$ cat src/rtl/pong_collision_engine_if.sv
// Bus bundle between the Pong position registers / ball_fsm and the collision engine.
// Master drives frame-qualified ball and paddle geometry; slave (the engine) returns events and match status.
// Widths follow the engine's POS_W / SIZE_W / SCORE_W parameters.
interface pong_collision_engine_if #(
   parameter int POS_W   = 10,
   parameter int SIZE_W  = 8,
   parameter int SCORE_W = 4
);
   logic               i_frame_tick;
   logic               i_start;
   logic               i_ball_dir_x;
   logic               i_ball_dir_y;
   logic [POS_W-1:0]   i_ball_pos_x;
   logic [POS_W-1:0]   i_ball_pos_y;
   logic [SIZE_W-1:0]  i_ball_size_x;
   logic [SIZE_W-1:0]  i_ball_size_y;
   logic [POS_W-1:0]   i_paddle_1_pos_x;
   logic [POS_W-1:0]   i_paddle_1_pos_y;
   logic [SIZE_W-1:0]  i_paddle_1_size_x;
   logic [SIZE_W-1:0]  i_paddle_1_size_y;
   logic [POS_W-1:0]   i_paddle_2_pos_x;
   logic [POS_W-1:0]   i_paddle_2_pos_y;
   logic [SIZE_W-1:0]  i_paddle_2_size_x;
   logic [SIZE_W-1:0]  i_paddle_2_size_y;

   logic               o_event_valid;
   logic [2:0]         o_event_code;
   logic [1:0]         o_hit_zone;
   logic [SCORE_W-1:0] o_score_player_1;
   logic [SCORE_W-1:0] o_score_player_2;
   logic               o_playing;
   logic               o_game_over;
   logic               o_winner;

   modport master (
      output i_frame_tick, i_start, i_ball_dir_x, i_ball_dir_y,
      output i_ball_pos_x, i_ball_pos_y, i_ball_size_x, i_ball_size_y,
      output i_paddle_1_pos_x, i_paddle_1_pos_y, i_paddle_1_size_x, i_paddle_1_size_y,
      output i_paddle_2_pos_x, i_paddle_2_pos_y, i_paddle_2_size_x, i_paddle_2_size_y,
      input  o_event_valid, o_event_code, o_hit_zone,
      input  o_score_player_1, o_score_player_2, o_playing, o_game_over, o_winner
   );

   modport slave (
      input  i_frame_tick, i_start, i_ball_dir_x, i_ball_dir_y,
      input  i_ball_pos_x, i_ball_pos_y, i_ball_size_x, i_ball_size_y,
      input  i_paddle_1_pos_x, i_paddle_1_pos_y, i_paddle_1_size_x, i_paddle_1_size_y,
      input  i_paddle_2_pos_x, i_paddle_2_pos_y, i_paddle_2_size_x, i_paddle_2_size_y,
      output o_event_valid, o_event_code, o_hit_zone,
      output o_score_player_1, o_score_player_2, o_playing, o_game_over, o_winner
   );
endinterface

$ cat src/rtl/pong_collision_engine.sv
// Frame-qualified collision / scoring / match-control engine; one event pulse per frame_tick at most.
// Latency: event and status registered, visible 1 cycle after the frame_tick; no backpressure (events are fire-and-forget).
// Optional paddle hit-zone output enabled by defining COLLISION_HIT_ZONE_EN; otherwise o_hit_zone is tied to 0.
module pong_collision_engine #(
   parameter int POS_W        = 10,
   parameter int SIZE_W       = 8,
   parameter int SCREEN_X     = 640,
   parameter int SCREEN_Y     = 480,
   parameter int MARGIN       = 5,
   parameter int SCORE_W      = 4,
   parameter int WIN_SCORE    = 11,
   parameter int SERVE_FRAMES = 60
) (
   input  logic                   i_clock,
   input  logic                   i_reset_n,
   pong_collision_engine_if.slave io_bus
);

   typedef enum logic [1:0] {ST_IDLE, ST_SERVE, ST_PLAY, ST_OVER} state_t;

   localparam logic [2:0] EV_NONE  = 3'd0;
   localparam logic [2:0] EV_PAD1  = 3'd1;
   localparam logic [2:0] EV_PAD2  = 3'd2;
   localparam logic [2:0] EV_WALL  = 3'd3;
   localparam logic [2:0] EV_GOALL = 3'd4;
   localparam logic [2:0] EV_GOALR = 3'd5;
   localparam logic [2:0] EV_SERVE = 3'd6;

   // Sums are one bit wider than positions so pos+size never wraps.
   localparam int SUM_W = POS_W + 1;
   localparam logic [SUM_W-1:0] GOAL_R_X = SUM_W'(SCREEN_X - MARGIN);
   localparam logic [SUM_W-1:0] WALL_B_Y = SUM_W'(SCREEN_Y - MARGIN);
   localparam logic [POS_W-1:0] MARG     = POS_W'(MARGIN);

   localparam int CNT_W = (SERVE_FRAMES > 1) ? $clog2(SERVE_FRAMES) : 1;
   localparam logic [CNT_W-1:0] SERVE_LAST = CNT_W'((SERVE_FRAMES > 0) ? SERVE_FRAMES - 1 : 0);
   localparam logic [SCORE_W-1:0] WIN_SC = SCORE_W'(WIN_SCORE);

   state_t             r_state,     w_state_nxt;
   logic [CNT_W-1:0]   r_cnt,       w_cnt_nxt;
   logic [SCORE_W-1:0] r_score_1,   w_score_1_nxt;
   logic [SCORE_W-1:0] r_score_2,   w_score_2_nxt;
   logic               r_winner,    w_winner_nxt;
   logic               r_ev_vld,    w_ev_vld_nxt;
   logic [2:0]         r_ev_code,   w_ev_code_nxt;
   logic [1:0]         r_zone,      w_zone_nxt;
   logic               r_playing;
   logic               r_game_over;

   // Geometry: extended edges of ball and paddles.
   logic [SUM_W-1:0] w_ball_r, w_ball_b, w_p1_r, w_p1_b, w_p2_b;
   logic             w_goal_r, w_goal_l, w_wall, w_hit_p1, w_hit_p2;
   logic [SCORE_W-1:0] w_score_1_inc, w_score_2_inc;
   logic             w_serve_done;
   logic [1:0]       w_zone_p1, w_zone_p2;

   assign w_ball_r = SUM_W'(io_bus.i_ball_pos_x)     + SUM_W'(io_bus.i_ball_size_x);
   assign w_ball_b = SUM_W'(io_bus.i_ball_pos_y)     + SUM_W'(io_bus.i_ball_size_y);
   assign w_p1_r   = SUM_W'(io_bus.i_paddle_1_pos_x) + SUM_W'(io_bus.i_paddle_1_size_x);
   assign w_p1_b   = SUM_W'(io_bus.i_paddle_1_pos_y) + SUM_W'(io_bus.i_paddle_1_size_y);
   assign w_p2_b   = SUM_W'(io_bus.i_paddle_2_pos_y) + SUM_W'(io_bus.i_paddle_2_size_y);

   assign w_goal_r = (w_ball_r >= GOAL_R_X);
   assign w_goal_l = (io_bus.i_ball_pos_x <= MARG);
   // Walls only fire when the ball heads into them, so a bounced ball cannot re-trigger.
   assign w_wall   = ((io_bus.i_ball_pos_y <= MARG) &&  io_bus.i_ball_dir_y) ||
                     ((w_ball_b >= WALL_B_Y)        && !io_bus.i_ball_dir_y);
   assign w_hit_p1 = io_bus.i_ball_dir_x &&
                     (SUM_W'(io_bus.i_ball_pos_x) <= w_p1_r) &&
                     (w_ball_b >= SUM_W'(io_bus.i_paddle_1_pos_y)) &&
                     (SUM_W'(io_bus.i_ball_pos_y) <= w_p1_b);
   assign w_hit_p2 = !io_bus.i_ball_dir_x &&
                     (w_ball_r >= SUM_W'(io_bus.i_paddle_2_pos_x)) &&
                     (w_ball_b >= SUM_W'(io_bus.i_paddle_2_pos_y)) &&
                     (SUM_W'(io_bus.i_ball_pos_y) <= w_p2_b);

   assign w_score_1_inc = r_score_1 + SCORE_W'(1);
   assign w_score_2_inc = r_score_2 + SCORE_W'(1);
   assign w_serve_done  = (SERVE_FRAMES == 0) || (r_cnt == SERVE_LAST);

`ifdef COLLISION_HIT_ZONE_EN
   // Quarter of the paddle struck by the ball's vertical centre; above the paddle top clamps to zone 0.
   function automatic logic [1:0] f_zone(input logic [POS_W-1:0]  by,
                                         input logic [SIZE_W-1:0] bh,
                                         input logic [POS_W-1:0]  py,
                                         input logic [SIZE_W-1:0] ph);
      logic [POS_W+1:0]  ctr;
      logic [POS_W+1:0]  off;
      logic [SIZE_W+1:0] three_ph;
      logic [POS_W+1:0]  q1, q2, q3;
      ctr      = (POS_W+2)'(by) + (POS_W+2)'(bh >> 1);
      off      = (ctr > (POS_W+2)'(py)) ? (ctr - (POS_W+2)'(py)) : '0;
      three_ph = {2'b00, ph} + {1'b0, ph, 1'b0};
      q1       = (POS_W+2)'(ph >> 2);
      q2       = (POS_W+2)'(ph >> 1);
      q3       = (POS_W+2)'(three_ph >> 2);
      if (off < q1)      f_zone = 2'd0;
      else if (off < q2) f_zone = 2'd1;
      else if (off < q3) f_zone = 2'd2;
      else               f_zone = 2'd3;
   endfunction

   assign w_zone_p1 = f_zone(io_bus.i_ball_pos_y, io_bus.i_ball_size_y,
                             io_bus.i_paddle_1_pos_y, io_bus.i_paddle_1_size_y);
   assign w_zone_p2 = f_zone(io_bus.i_ball_pos_y, io_bus.i_ball_size_y,
                             io_bus.i_paddle_2_pos_y, io_bus.i_paddle_2_size_y);
`else
   assign w_zone_p1 = 2'd0;
   assign w_zone_p2 = 2'd0;
`endif

   // Next-state, score and event decode; first matching rule wins on each PLAY frame.
   always_comb begin
      w_state_nxt   = r_state;
      w_cnt_nxt     = r_cnt;
      w_score_1_nxt = r_score_1;
      w_score_2_nxt = r_score_2;
      w_winner_nxt  = r_winner;
      w_ev_vld_nxt  = 1'b0;
      w_ev_code_nxt = EV_NONE;
      w_zone_nxt    = 2'd0;
      case (r_state)
         ST_IDLE: begin
            if (io_bus.i_start) begin
               w_state_nxt = ST_SERVE;
               w_cnt_nxt   = '0;
            end
         end
         ST_SERVE: begin
            if (io_bus.i_frame_tick) begin
               if (w_serve_done) begin
                  w_ev_vld_nxt  = 1'b1;
                  w_ev_code_nxt = EV_SERVE;
                  w_state_nxt   = ST_PLAY;
                  w_cnt_nxt     = '0;
               end else begin
                  w_cnt_nxt = r_cnt + CNT_W'(1);
               end
            end
         end
         ST_PLAY: begin
            if (io_bus.i_frame_tick) begin
               if (w_goal_r) begin
                  w_ev_vld_nxt  = 1'b1;
                  w_ev_code_nxt = EV_GOALR;
                  w_score_1_nxt = w_score_1_inc;
                  w_cnt_nxt     = '0;
                  if (w_score_1_inc == WIN_SC) begin
                     w_state_nxt  = ST_OVER;
                     w_winner_nxt = 1'b0;
                  end else begin
                     w_state_nxt = ST_SERVE;
                  end
               end else if (w_goal_l) begin
                  w_ev_vld_nxt  = 1'b1;
                  w_ev_code_nxt = EV_GOALL;
                  w_score_2_nxt = w_score_2_inc;
                  w_cnt_nxt     = '0;
                  if (w_score_2_inc == WIN_SC) begin
                     w_state_nxt  = ST_OVER;
                     w_winner_nxt = 1'b1;
                  end else begin
                     w_state_nxt = ST_SERVE;
                  end
               end else if (w_wall) begin
                  w_ev_vld_nxt  = 1'b1;
                  w_ev_code_nxt = EV_WALL;
               end else if (w_hit_p1) begin
                  w_ev_vld_nxt  = 1'b1;
                  w_ev_code_nxt = EV_PAD1;
                  w_zone_nxt    = w_zone_p1;
               end else if (w_hit_p2) begin
                  w_ev_vld_nxt  = 1'b1;
                  w_ev_code_nxt = EV_PAD2;
                  w_zone_nxt    = w_zone_p2;
               end
            end
         end
         ST_OVER: begin
            if (io_bus.i_start) begin
               w_score_1_nxt = '0;
               w_score_2_nxt = '0;
               w_state_nxt   = ST_SERVE;
               w_cnt_nxt     = '0;
            end
         end
         default: w_state_nxt = ST_IDLE;
      endcase
   end

   // State and output registers; reset wins over every other input.
   always_ff @(posedge i_clock) begin
      if (!i_reset_n) begin
         r_state     <= ST_IDLE;
         r_cnt       <= '0;
         r_score_1   <= '0;
         r_score_2   <= '0;
         r_winner    <= 1'b0;
         r_ev_vld    <= 1'b0;
         r_ev_code   <= EV_NONE;
         r_zone      <= 2'd0;
         r_playing   <= 1'b0;
         r_game_over <= 1'b0;
      end else begin
         r_state     <= w_state_nxt;
         r_cnt       <= w_cnt_nxt;
         r_score_1   <= w_score_1_nxt;
         r_score_2   <= w_score_2_nxt;
         r_winner    <= w_winner_nxt;
         r_ev_vld    <= w_ev_vld_nxt;
         r_ev_code   <= w_ev_code_nxt;
         r_zone      <= w_zone_nxt;
         r_playing   <= (w_state_nxt == ST_PLAY);
         r_game_over <= (w_state_nxt == ST_OVER);
      end
   end

   assign io_bus.o_event_valid    = r_ev_vld;
   assign io_bus.o_event_code     = r_ev_code;
   assign io_bus.o_hit_zone       = r_zone;
   assign io_bus.o_score_player_1 = r_score_1;
   assign io_bus.o_score_player_2 = r_score_2;
   assign io_bus.o_playing        = r_playing;
   assign io_bus.o_game_over      = r_game_over;
   assign io_bus.o_winner         = r_winner;

endmodule

$ cat src/flat_wrapper.sv
// flat-port wrapper written by rule: the top's interface ports become plain ports
module pong_collision_engine_flat 
#(
   parameter int POS_W        = 10,
   parameter int SIZE_W       = 8,
   parameter int SCREEN_X     = 640,
   parameter int SCREEN_Y     = 480,
   parameter int MARGIN       = 5,
   parameter int SCORE_W      = 4,
   parameter int WIN_SCORE    = 11,
   parameter int SERVE_FRAMES = 60
)
  (i_clock, i_reset_n, io_bus_i_frame_tick, io_bus_i_start, io_bus_i_ball_dir_x, io_bus_i_ball_dir_y, io_bus_i_ball_pos_x, io_bus_i_ball_pos_y, io_bus_i_ball_size_x, io_bus_i_ball_size_y, io_bus_i_paddle_1_pos_x, io_bus_i_paddle_1_pos_y, io_bus_i_paddle_1_size_x, io_bus_i_paddle_1_size_y, io_bus_i_paddle_2_pos_x, io_bus_i_paddle_2_pos_y, io_bus_i_paddle_2_size_x, io_bus_i_paddle_2_size_y, io_bus_o_event_valid, io_bus_o_event_code, io_bus_o_hit_zone, io_bus_o_score_player_1, io_bus_o_score_player_2, io_bus_o_playing, io_bus_o_game_over, io_bus_o_winner);
  pong_collision_engine_if #(.POS_W(POS_W), .SIZE_W(SIZE_W), .SCORE_W(SCORE_W)) io_bus_i ();
  input  logic i_clock;
  input  logic i_reset_n;
  input wire logic [$bits(io_bus_i.i_frame_tick)-1:0] io_bus_i_frame_tick;
  input wire logic [$bits(io_bus_i.i_start)-1:0] io_bus_i_start;
  input wire logic [$bits(io_bus_i.i_ball_dir_x)-1:0] io_bus_i_ball_dir_x;
  input wire logic [$bits(io_bus_i.i_ball_dir_y)-1:0] io_bus_i_ball_dir_y;
  input wire logic [$bits(io_bus_i.i_ball_pos_x)-1:0] io_bus_i_ball_pos_x;
  input wire logic [$bits(io_bus_i.i_ball_pos_y)-1:0] io_bus_i_ball_pos_y;
  input wire logic [$bits(io_bus_i.i_ball_size_x)-1:0] io_bus_i_ball_size_x;
  input wire logic [$bits(io_bus_i.i_ball_size_y)-1:0] io_bus_i_ball_size_y;
  input wire logic [$bits(io_bus_i.i_paddle_1_pos_x)-1:0] io_bus_i_paddle_1_pos_x;
  input wire logic [$bits(io_bus_i.i_paddle_1_pos_y)-1:0] io_bus_i_paddle_1_pos_y;
  input wire logic [$bits(io_bus_i.i_paddle_1_size_x)-1:0] io_bus_i_paddle_1_size_x;
  input wire logic [$bits(io_bus_i.i_paddle_1_size_y)-1:0] io_bus_i_paddle_1_size_y;
  input wire logic [$bits(io_bus_i.i_paddle_2_pos_x)-1:0] io_bus_i_paddle_2_pos_x;
  input wire logic [$bits(io_bus_i.i_paddle_2_pos_y)-1:0] io_bus_i_paddle_2_pos_y;
  input wire logic [$bits(io_bus_i.i_paddle_2_size_x)-1:0] io_bus_i_paddle_2_size_x;
  input wire logic [$bits(io_bus_i.i_paddle_2_size_y)-1:0] io_bus_i_paddle_2_size_y;
  output wire logic [$bits(io_bus_i.o_event_valid)-1:0] io_bus_o_event_valid;
  output wire logic [$bits(io_bus_i.o_event_code)-1:0] io_bus_o_event_code;
  output wire logic [$bits(io_bus_i.o_hit_zone)-1:0] io_bus_o_hit_zone;
  output wire logic [$bits(io_bus_i.o_score_player_1)-1:0] io_bus_o_score_player_1;
  output wire logic [$bits(io_bus_i.o_score_player_2)-1:0] io_bus_o_score_player_2;
  output wire logic [$bits(io_bus_i.o_playing)-1:0] io_bus_o_playing;
  output wire logic [$bits(io_bus_i.o_game_over)-1:0] io_bus_o_game_over;
  output wire logic [$bits(io_bus_i.o_winner)-1:0] io_bus_o_winner;
  assign io_bus_i.i_frame_tick = io_bus_i_frame_tick;
  assign io_bus_i.i_start = io_bus_i_start;
  assign io_bus_i.i_ball_dir_x = io_bus_i_ball_dir_x;
  assign io_bus_i.i_ball_dir_y = io_bus_i_ball_dir_y;
  assign io_bus_i.i_ball_pos_x = io_bus_i_ball_pos_x;
  assign io_bus_i.i_ball_pos_y = io_bus_i_ball_pos_y;
  assign io_bus_i.i_ball_size_x = io_bus_i_ball_size_x;
  assign io_bus_i.i_ball_size_y = io_bus_i_ball_size_y;
  assign io_bus_i.i_paddle_1_pos_x = io_bus_i_paddle_1_pos_x;
  assign io_bus_i.i_paddle_1_pos_y = io_bus_i_paddle_1_pos_y;
  assign io_bus_i.i_paddle_1_size_x = io_bus_i_paddle_1_size_x;
  assign io_bus_i.i_paddle_1_size_y = io_bus_i_paddle_1_size_y;
  assign io_bus_i.i_paddle_2_pos_x = io_bus_i_paddle_2_pos_x;
  assign io_bus_i.i_paddle_2_pos_y = io_bus_i_paddle_2_pos_y;
  assign io_bus_i.i_paddle_2_size_x = io_bus_i_paddle_2_size_x;
  assign io_bus_i.i_paddle_2_size_y = io_bus_i_paddle_2_size_y;
  assign io_bus_o_event_valid = io_bus_i.o_event_valid;
  assign io_bus_o_event_code = io_bus_i.o_event_code;
  assign io_bus_o_hit_zone = io_bus_i.o_hit_zone;
  assign io_bus_o_score_player_1 = io_bus_i.o_score_player_1;
  assign io_bus_o_score_player_2 = io_bus_i.o_score_player_2;
  assign io_bus_o_playing = io_bus_i.o_playing;
  assign io_bus_o_game_over = io_bus_i.o_game_over;
  assign io_bus_o_winner = io_bus_i.o_winner;
  pong_collision_engine #(.POS_W(POS_W), .SIZE_W(SIZE_W), .SCREEN_X(SCREEN_X), .SCREEN_Y(SCREEN_Y), .MARGIN(MARGIN), .SCORE_W(SCORE_W), .WIN_SCORE(WIN_SCORE), .SERVE_FRAMES(SERVE_FRAMES)) u_core (.i_clock(i_clock), .i_reset_n(i_reset_n), .io_bus(io_bus_i));
endmodule
$ cat config.mk
export PLATFORM = sky130hd
export DESIGN_NAME = pong_collision_engine_flat
export DESIGN_NICKNAME = d
export VERILOG_FILES = /design/src/rtl/pong_collision_engine_if.sv /design/src/rtl/pong_collision_engine.sv /design/src/flat_wrapper.sv
export SDC_FILE = /design/constraint.sdc
export NUM_CORES = 1
export LEC_CHECK = 0
export ABC_AREA = 1
export BUFFER_PORTS_ARGS = -buffer_cell sky130_fd_sc_hd__buf_2
export CAP_MARGIN = 40
export CORE_MARGIN = 1.5
export CORE_UTILIZATION = 45
export DETAILED_ROUTE_END_ITERATION = 12
export HOLD_SLACK_MARGIN = 0.08
export PLACE_DENSITY = 0.69
export SLEW_MARGIN = 0
export SYNTH_ARGS = -nofsm -noshare
export SYNTH_HDL_FRONTEND = slang
export SYNTH_SLANG_ARGS = --single-unit
$ cat constraint.sdc
create_clock -name i_clock -period 4.3 [get_ports i_clock]
set_input_delay 0.86 -clock i_clock [delete_from_list [all_inputs] [get_ports i_clock]]
set_output_delay 0.86 -clock i_clock [all_outputs]
set_load 0.05 [all_outputs]
==> metrics.log <==
[metrics] end of the worst hold path: u_core.r_cnt[4]$_SDFFE_PN0P_
[metrics] number of CTS-inserted buffers: 3
[metrics] Setup crit end kind: flip-flop
[metrics] worst slew margin relative to its limit: between 60% and 70%
[metrics] worst skew pair latency: 0.26 ns
[metrics] sequential-to-total area share from yosys stat: under 10%
[metrics] CTS Hold Buffers Added: 0
[metrics] number of warnings issued by yosys: 0
[metrics] area of the die: roughly 0.012 mm^2
[metrics] sum of net half-perimeters after detailed placement: around 11000 um
[metrics] crit share post-route: 81.44%
[metrics] setup slack of the worst register-to-register path: 2.29 ns
[metrics] peak supply drop: 0.0002492 V
[metrics] total number of placement rows: 38
[metrics] quantity of gates resized following cts: 0
[metrics] category of the critical setup timing path: primary input to flip-flop
[metrics] number of antenna violations at the first check in global routing: 0
[metrics] number of violations of the max-capacitance limit: 0
[metrics] Tot GR Track Use: a little over 20%
[metrics] global-route wire length before repair: 20530 um
[metrics] vertical die dimension: between 100 and 150 um
[metrics] Final Routed Wirelength: between 10000 and 15000 um
[metrics] required time at the worst-slack endpoint: 4.45 ns
[metrics] net total in the final layout: between 1000 and 1500
[metrics] total of flip-flops plus latches after synthesis: 23
[metrics] top cell type by total area after synthesis: sky130_fd_sc_hd__ha_1
[metrics] number of enable-type register cells in the synthesized netlist: 0
[metrics] crit-path max FO: 3
[metrics] CTS tree: built
[metrics] pin slew with the least headroom to its limit: 0.5909 ns
[metrics] worst clock skew on the final layout: 0.002474 ns
[metrics] leftover overflow at the end of global routing: 0
[metrics] layout cells sized above 1: 16.51%
[metrics] number of design-rule violations left by the first detailed-router iteration: 217
[metrics] Highest Clock Rate: 285.6 MHz
[metrics] number of filler instances in the final layout: 1165
[metrics] via count of the first global-routing pass: a little under 5000
[metrics] count of final setup violators: 0
[metrics] root buffer cell: sky130_fd_sc_hd__clkbuf_16
[metrics] count of final hold-check violations: 0
[metrics] Worst Setup Start Kind: primary input
[metrics] largest cells by area after synthesis: sky130_fd_sc_hd__ha_1 27%, sky130_fd_sc_hd__nand2_1 14%, sky130_fd_sc_hd__inv_1 11%
[metrics] via count: 5269
[metrics] number of nets with antenna violations after detailed routing: 0
[metrics] initial standard-cell utilization of the core: 46.72%
[metrics] clock slew at the register clock pins of the worst setup and hold paths: roughly 0.06 ns
[metrics] most common cell after layout, fill and taps aside: sky130_fd_sc_hd__nand2_1
[metrics] overall die width: 109.8 um
[metrics] worst hold-check path type: flip-flop to flip-flop
[metrics] unrepaired setup endpoints after global routing: false
[metrics] most frequent cells in the layout: 185 x sky130_fd_sc_hd__nand2_1, 148 x sky130_fd_sc_hd__inv_1, 120 x sky130_fd_sc_hd__buf_2, 109 x sky130_fd_sc_hd__ha_1, 67 x sky130_fd_sc_hd__nor2_1
[metrics] post-synthesis cell area: between 0.005 and 0.006 mm^2
[metrics] average wire length per cell after detail routing: 11.48 um
[metrics] number of primary I/O pins: 131
[metrics] hold path start: u_core.r_cnt[4]$_SDFFE_PN0P_
[metrics] share of async-settable or async-resettable flops after synthesis: 0%
[metrics] Final Core Density: 54.41%
[metrics] maximum number of pins on one net before global-route repair: 14
[metrics] Clock H-tree levels: 1
[metrics] worst hold path stage count: 2
[metrics] Total Neg Setup Slack: 0 ns
[metrics] launch instance of the worst register-to-register path: u_core.r_state[0]$_SDFF_PN0_
[metrics] detail-routed via count per cell: 4.911
[metrics] post-synthesis area per instance: roughly 6.3 um^2
[metrics] power per unit of standard cell area: 270.7 mW/mm^2
[metrics] Std-Cell Core Area: 0.01098 mm^2
[metrics] layout-stage area growth over the synthesis result: 16.46%
[metrics] result of the run: finished, final reports clean
[metrics] Routability Congestion: 0.8423
[metrics] data arrival time at the worst-slack endpoint: ~3.7 ns
[metrics] pins over their slew limit: 0
[metrics] number of search-and-repair iterations in the first detailed-routing pass: 4
[metrics] synth unique cells: 47
[metrics] sinks on the clock net: 23
[metrics] post-CTS setup repair buffer count: 0
[metrics] Mapped Cells: around 800
[metrics] maximum count of clock buffers along a single path: 2
[metrics] depth of the worst register-to-register path: 8
[metrics] prevailing post-synth register cell: sky130_fd_sc_hd__dfxtp_1
[metrics] share of Yosys cell area claimed by the top area cell type: 26.58%
[metrics] Antenna Diode Count: 0
[metrics] Pleak: 3.444 nW
[metrics] R2R Path End: u_core.r_cnt[0]$_SDFFE_PN0P_
[metrics] remaining routing DRC violations: 0
[metrics] final period demand of the worst path: approximately 3.5 ns
[metrics] number of input and output port buffers inserted: 120
[critical path, cell delays in order]
cell                      delay, ns
sky130_fd_sc_hd__buf_2         0.09
sky130_fd_sc_hd__ha_1          0.20
sky130_fd_sc_hd__inv_1         0.09
sky130_fd_sc_hd__fa_1          0.40
sky130_fd_sc_hd__nor2_1        0.11
sky130_fd_sc_hd__o21ai_0       0.08
sky130_fd_sc_hd__nand2_1       0.12
sky130_fd_sc_hd__a21oi_1       0.08
sky130_fd_sc_hd__o21ai_0       0.19
sky130_fd_sc_hd__xor2_1        0.10
sky130_fd_sc_hd__ha_1          0.30
sky130_fd_sc_hd__nand2_1       0.07
sky130_fd_sc_hd__nor2_1        0.17
sky130_fd_sc_hd__nand2_1       0.08
sky130_fd_sc_hd__nand2_1       0.07
sky130_fd_sc_hd__nand2_1       0.05
sky130_fd_sc_hd__nand2_1       0.05
sky130_fd_sc_hd__nand2_1       0.04
sky130_fd_sc_hd__nand2_1       0.05
sky130_fd_sc_hd__nand3_1       0.07
sky130_fd_sc_hd__nand3_1       0.11
sky130_fd_sc_hd__nand2_1       0.08
sky130_fd_sc_hd__nor2_1        0.11
sky130_fd_sc_hd__nor2_1        0.06
[synthesized netlist by cell type, drive strengths merged (11+ instances only)]
master / instances
nand2: 197
inv: 150
ha: 109
nor2: 72
a21oi: 66
nand3: 64
o21ai: 24
xor2: 24
dfxtp: 23
nor3: 12
nand4: 11
xnor2: 11
[routing by layer]
layer	global-route usage [%]	vias to the layer above	share of wire, %
li1	-	2883	-
met1	27.19	2269	50
met2	37.76	107	46
met3	1.956	10	3.8
met4	2.412	0	0.68
met5	0	-	0
[power by group]
group / switching, mW / internal [mW] / total, mW / leakage, nW
combinational: 0.705 / 0.412 / 1.12 / 3.22
sequential: 0.0425 / 0.254 / 0.297 / 0.187
clock: 0.0781 / 0.125 / 0.203 / 0.0409
[final cells by class]
cell class              count  area, um^2  area share (%)
clock buffers               3       75.07           1.256
well taps                 140       175.2           2.931
flip-flops and latches     23       460.4           7.705
multi-input cells         635        4086           68.38
clock inverters             1       5.005         0.08375
repair buffers            121       608.1           10.18
inverters                 150       565.5           9.464
[kinds of logic (layout without fill, tap and decap cells)]
logic type               Yosys count  count (layout)  share of synthesized area (%)
other                              1               2                        0.07308
flip-flops                        23              23                          8.973
XOR/XNOR                          35              35                          6.340
AO/OA/AOI/OAI                    116             116                          12.97
adder cells (fa/ha/maj)          114             114                          28.53
AND/OR/NAND/NOR                  368             368                          31.65
buffers and inverters            154             275                          11.46
[flip-flops by register name (all words and copies together) (netlist names)]
signal                          cells
u_core.io_bus.o_playing             1
u_core.io_bus.o_winner              1
u_core.r_cnt                        6
u_core.io_bus.o_event_valid         1
u_core.io_bus.o_game_over           1
u_core.io_bus.o_event_code          3
u_core.r_state                      2
u_core.io_bus.o_score_player_1      4
u_core.io_bus.o_score_player_2      4
[through the flow]
step	hold WS [ns]	std cells	worst slack, ns	instance area (um^2)	power (mW)
final	0.4874	1073	0.7980	5976	1.618
after global routing	0.5064	1073	0.3815	5976	1.795
after CTS	0.4857	1073	0.7669	5976	1.625
after detailed placement	0.4752	1069	0.5059	5896	1.415
after global placement	0.4582	1069	0.5149	5896	1.399
after floorplan	0.4532	812	0.9470	5135	1.149
[how the worst max path moves through the flow]
stage                                startpoint                                       end
floorplan           io_bus_i_paddle_1_size_x[0]  u_core.io_bus.o_event_code[0]$_SDFF_PN0_
global placement     io_bus_i_paddle_1_pos_y[0]    u_core.io_bus.o_event_valid$_SDFF_PN0_
detailed placement   io_bus_i_paddle_1_pos_y[0]  u_core.io_bus.o_event_code[0]$_SDFF_PN0_
CTS                  io_bus_i_paddle_1_pos_y[0]  u_core.io_bus.o_event_code[0]$_SDFF_PN0_
global route             io_bus_i_ball_pos_y[0]  u_core.io_bus.o_event_code[1]$_SDFF_PN0_
finish               io_bus_i_paddle_1_pos_y[0]    u_core.io_bus.o_event_valid$_SDFF_PN0_
No activity file was read; power rests on OpenSTA's default activity.
